<file path="src/rtl/loader_sdram_sched.sv">
// SDRAM port-A scheduler: queues ROM-loader bytes and writes them one per NES cycle.
// The CPU gets the port whenever the loader has nothing queued or in flight.
module loader_sdram_sched #(
    parameter int DEPTH = 4,
    parameter int AW    = 22
) (
    input  logic          clk,
    input  logic          reset,
    input  logic [1:0]    nes_ce,
    input  logic          load_mode,
    input  logic          ld_wr,
    input  logic [AW-1:0] ld_addr,
    input  logic [7:0]    ld_data,
    input  logic [AW-1:0] cpu_addr,
    input  logic          cpu_read,
    input  logic          cpu_write,
    input  logic [7:0]    cpu_dout,
    output logic [AW-1:0] mem_addr,
    output logic          mem_we,
    output logic          mem_oe,
    output logic [7:0]    mem_din,
    output logic          sel_loader,
    output logic          fifo_full,
    output logic          overflow
);

    // state | meaning
    // IDLE  | nothing was popped at the last phase-3 edge
    // WRITE | head was popped into the staging register; it drives the port next NES cycle

    localparam int PW = (DEPTH > 1) ? $clog2(DEPTH) : 1;
    localparam int CW = PW + 1;
    localparam int EW = AW + 8;

    typedef enum logic {IDLE, WRITE} state_t;

    logic [EW-1:0] fifo_q [DEPTH];
    logic [PW-1:0] rd_ptr_q, rd_ptr_d;
    logic [PW-1:0] wr_ptr_q, wr_ptr_d;
    logic [CW-1:0] count_q, count_d;
    logic          overflow_q, overflow_d;

    state_t        state_q;
    logic [EW-1:0] stg_q;
    logic [EW-1:0] wr_q;
    logic          sched_we_q;

    logic          pop;
    logic          push;
    logic          full;
    logic          wr_active;

    always_comb begin
        full       = (count_q == CW'(DEPTH));
        pop        = (nes_ce == 2'd3) && (count_q != '0);
        push       = ld_wr && (!full || pop);
        count_d    = count_q + CW'(push) - CW'(pop);
        rd_ptr_d   = rd_ptr_q + PW'(pop);
        wr_ptr_d   = wr_ptr_q + PW'(push);
        overflow_d = overflow_q | (ld_wr && full && !pop);
    end

    always_ff @(posedge clk) begin
        if (reset) begin
            rd_ptr_q   <= '0;
            wr_ptr_q   <= '0;
            count_q    <= '0;
            overflow_q <= 1'b0;
        end else begin
            rd_ptr_q   <= rd_ptr_d;
            wr_ptr_q   <= wr_ptr_d;
            count_q    <= count_d;
            overflow_q <= overflow_d;
        end
    end

    always_ff @(posedge clk) begin
        if (push) begin
            fifo_q[wr_ptr_q] <= {ld_addr, ld_data};
        end
    end

    // The popped byte is presented during phases 3,0,1,2 of the following NES cycle,
    // so the staging register frees up at the same edge that picks the next byte.
    always_ff @(posedge clk) begin
        if (reset) begin
            state_q    <= IDLE;
            stg_q      <= '0;
            wr_q       <= '0;
            sched_we_q <= 1'b0;
        end else begin
            if (nes_ce == 2'd3) begin
                if (count_q != '0) begin
                    state_q <= WRITE;
                    stg_q   <= fifo_q[rd_ptr_q];
                end else begin
                    state_q <= IDLE;
                end
            end
            if (nes_ce == 2'd2) begin
                sched_we_q <= (state_q == WRITE);
                wr_q       <= stg_q;
            end
        end
    end

    always_comb begin
        wr_active  = (state_q == WRITE) || sched_we_q;
        sel_loader = load_mode || (count_q != '0) || wr_active;
        fifo_full  = full;
        overflow   = overflow_q;
        mem_addr   = cpu_addr;
        mem_din    = cpu_dout;
        mem_we     = cpu_write;
        mem_oe     = cpu_read;
        if (sel_loader) begin
            mem_addr = wr_q[EW-1:8];
            mem_din  = wr_q[7:0];
            mem_we   = sched_we_q;
            mem_oe   = 1'b0;
        end
    end

endmodule

</file>
<file path="config.mk">
export PLATFORM = sky130hd
export DESIGN_NAME = loader_sdram_sched
export DESIGN_NICKNAME = d
export VERILOG_FILES = /design/src/rtl/loader_sdram_sched.sv
export SDC_FILE = /design/constraint.sdc
export NUM_CORES = 1
export LEC_CHECK = 0
export ABC_AREA = 1
export BUFFER_PORTS_ARGS = -buffer_cell sky130_fd_sc_hd__buf_2
export CELL_PAD_IN_SITES_DETAIL_PLACEMENT = 0
export CELL_PAD_IN_SITES_GLOBAL_PLACEMENT = 2
export CORE_MARGIN = 3
export CORE_UTILIZATION = 35
export CTS_CLUSTER_DIAMETER = 40
export DETAILED_ROUTE_END_ITERATION = 7
export HOLD_SLACK_MARGIN = 0.03
export PLACE_DENSITY = 0.81
export SYNTH_ARGS = -nofsm -noshare
export SYNTH_HDL_FRONTEND = slang
export SYNTH_SLANG_ARGS = --single-unit
export TNS_END_PERCENT = 50
</file>
<file path="constraint.sdc">
create_clock -name clk -period 2.8 [get_ports clk]
set_input_delay 0.42 -clock clk [delete_from_list [all_inputs] [get_ports clk]]
set_output_delay 0.42 -clock clk [all_outputs]
set_load 0.1 [all_outputs]
</file>
==> impl_results.md <==
* CTS buffer count at 17
* Synth Warn # at 0
* Area occupied by multi-input gates at about 2300 µm²
* Largest net degree at the start of global routing at 62
* CTS tree: built
* Vias per std cell at around 4.2
* Nets@finish at 1094
* Post-DP HPWL at 11000 µm
* Max-cap viol count at 0
* Critical path type: register to primary output
* Vias at 5647
* Drt pass-1 iters at 4
* # rows at 55
* Post-synthesis sequential area ratio at approximately 61%
* Sw Share at between 30% and 40%
* Clock Tree Buf Depth at 2
* Most frequent cells in the layout: nand2_1, inv_1, edfxtp_1, buf_2, nand3_1
* Leak pwr at approximately 4.5 nW
* First-pass GRT wire length at 27900 µm
* Hold_buf cts at 0
* RSZ-0062 raised after global routing: false
* Hold path depth at 1
* GRT overflow at 0
* Layout cells sized above 1 at 15.9%
* Final min period at around 2.5 ns
* Comb pwr share at a little under a third
* Post_cts resized at 0
* Post-Synthesis Cells at approximately 930
* Avg Inst Size Synth at slightly below 9 µm²
* Routability Congestion at about 0.72
* Final WL at 17900 µm
* Fillers at 2300
* Post-CTS Setup Bufs at 0
* Non-Filler Instances at between 1000 and 1500
* Final WS setup at 0.335 ns
* Reg2reg setup slack at 0.83 ns
* Storage element area at around 5000 µm²
* Post-Syn Area at 8150 µm²
* CTS sink count at 190
* DRT iter0 DRCs at 244
* Max_slew headroom at around 48%
* H-tree lvl count at 4
* Final Cycle Share at between 80 and 90%
* Final hold viol count at 0
* Core area at ~23000 µm²
* Reg2Reg Depth at 11
* #FFs+latches synth at 190
* Outcome: finished, final reports clean
* P_sw at approximately 0.0032 W
* Hold slack at 0.196 ns
* Hold WC Path Type: input port to register
* Clock transition at the registers of the reported paths at 0.08 ns
* DIE HEIGHT at around 160 µm
* Clock power frac at around 28%
* Internal power of the cells at between 0.005 and 0.006 W
* Max Freq at roughly 400 MHz
* Final core occ at a little over two fifths
* Arrival time at the worst endpoint at between 2 and 2.5 ns
* Power density over the cells at roughly 860 nW/µm²
* Placed insts at between 1000 and 1500
* Root buf cell: clkbuf_16
* Final TNS setup at 0 ns
* Final max-slew violation count at 0
* Max VDD drop at around 360 µV
* Worst skew pair latency at between 0.4 and 0.5 ns
* Most common cell after layout, fill and taps aside: nand2_1
* Measured slew at the worst slew-check pin at between 0.7 and 0.8 ns
* WL per Instance at 13.3 µm
* Part of the power in registers at 41.2%
* Post-synth cell types at 25
* I/O Pins at 103
* Antenna violations before repair at 3
* Initial Util at 35.8%
* Setup Viol. Count Final at 0
* Gr usage total at between 10% and 20%
* Syn-to-layout area delta at 17.2%
* DIE AREA at 25200 µm²
* Worst Path Max Fanout at 30
* Vias in the first global route at just over 5000
* Syn nets at roughly 1000
* Worst setup EP type: primary output
* Drt drc at 0
* Routed Antenna Nets at 0
* Final Skew at between 0.01 and 0.015 ns
* Pre-CTS setup slack at 0.638 ns
* Input/output buffers at about 100
* Die width at 159 µm
* Diode count at 0
* Worst Path Required at 2.38 ns
* Startpoint Class: register
-- synth_stat cells --
cell type | instances | area [µm²]
nand2_1 | 284 | 1070
clkbuf_1 | 5 | 18.8
fa_1 | 1 | 20.0
buf_6 | 3 | 33.8
ha_1 | 3 | 37.5
dfxtp_1 | 70 | 1400
nor3_2 | 1 | 10.0
nand3_1 | 92 | 460
inv_1 | 164 | 616
o21ai_1 | 3 | 15.0
edfxtp_1 | 120 | 3600
buf_2 | 35 | 175
a21oi_1 | 32 | 160
buf_1 | 1 | 3.75
nor2_1 | 74 | 278
nand2_4 | 1 | 11.3
xor2_1 | 1 | 8.76
nor3_1 | 1 | 5.00
inv_2 | 5 | 18.8
o21ai_0 | 28 | 140
buf_4 | 3 | 22.5
nor2_2 | 2 | 12.5
o21bai_2 | 1 | 11.3
xnor2_1 | 2 | 17.5
nand2_2 | 1 | 6.26
-- worst max-delay path, cell delays in order, from the launching register on --
cell	delay [ns]
dfxtp_1	0.34
nor2_1	0.10
nand2_1	0.11
inv_2	0.09
buf_4	0.31
nand3_1	0.12
nand2_1	0.10
buf_2	0.43
-- power groups by stage --
stage / Sequential, W / Combinational, W / Clock, W
floorplan: 0.00343 / 0.00203 / 0
global placement: 0.00344 / 0.00254 / 0
detailed placement: 0.00344 / 0.00255 / 0
CTS: 0.00338 / 0.00255 / 0.00236
global route: 0.00340 / 0.00279 / 0.00248
finish: 0.00338 / 0.00253 / 0.00230
-- final cells by class --
class	instances	share of cell area, %
multi-input combinational	527	23.9
clock buffer	17	4.45
tap	313	4.10
clock inverter	15	1.56
sequential	190	52.4
inverter	169	6.64
timing repair buffer	117	6.96
-- cells by family (layout without fill, tap and decap cells) --
family | after synthesis | in the layout | synth area share, %
AOI/OAI and AO/OA | 64 | 64 | 4.01
xor gates and xnor gates | 3 | 3 | 0.322
adders and majority gates | 4 | 4 | 0.706
buffers and inverters | 216 | 318 | 10.9
DFF | 190 | 190 | 61.4
and+or+nand+nor | 456 | 456 | 22.7
-- sequential cells by signal (all words and copies together), names as in the netlist --
| signal | count |
|---|---|
| sched_we_q | 1 |
| fifo_q | 120 |
| count_q | 3 |
| state_q | 1 |
| stg_q | 30 |
| overflow | 1 |
| rd_ptr_q | 2 |
| wr_ptr_q | 2 |
| wr_q | 30 |
-- routing by layer --
layer | track usage, % | part of all wire (%) | wire length (µm)
met1 | 20.5 | 51 | 9060
met2 | 22.5 | 43 | 7710
met3 | 3.67 | 5.1 | 909
met4 | 3.65 | 0.95 | 170
met5 | 0 | 0.16 | 28
-- worst paths after layout --
kind / start / to
min reg2reg: stg_q[16] / wr_q[16]
max: count_q[1] / mem_din[6]
max reg2reg: count_q[1] / count_q[2]
min: ld_addr[12] / fifo_q[2][20]
-- stage by stage --
step	cell area, µm²	power (W)
floorplan	8150	0.00546
global placement	8980	0.00598
detailed placement	8980	0.00599
CTS	9550	0.00829
global route	9560	0.00867
finish	9560	0.00820
Power figures use the tool's default switching activity.
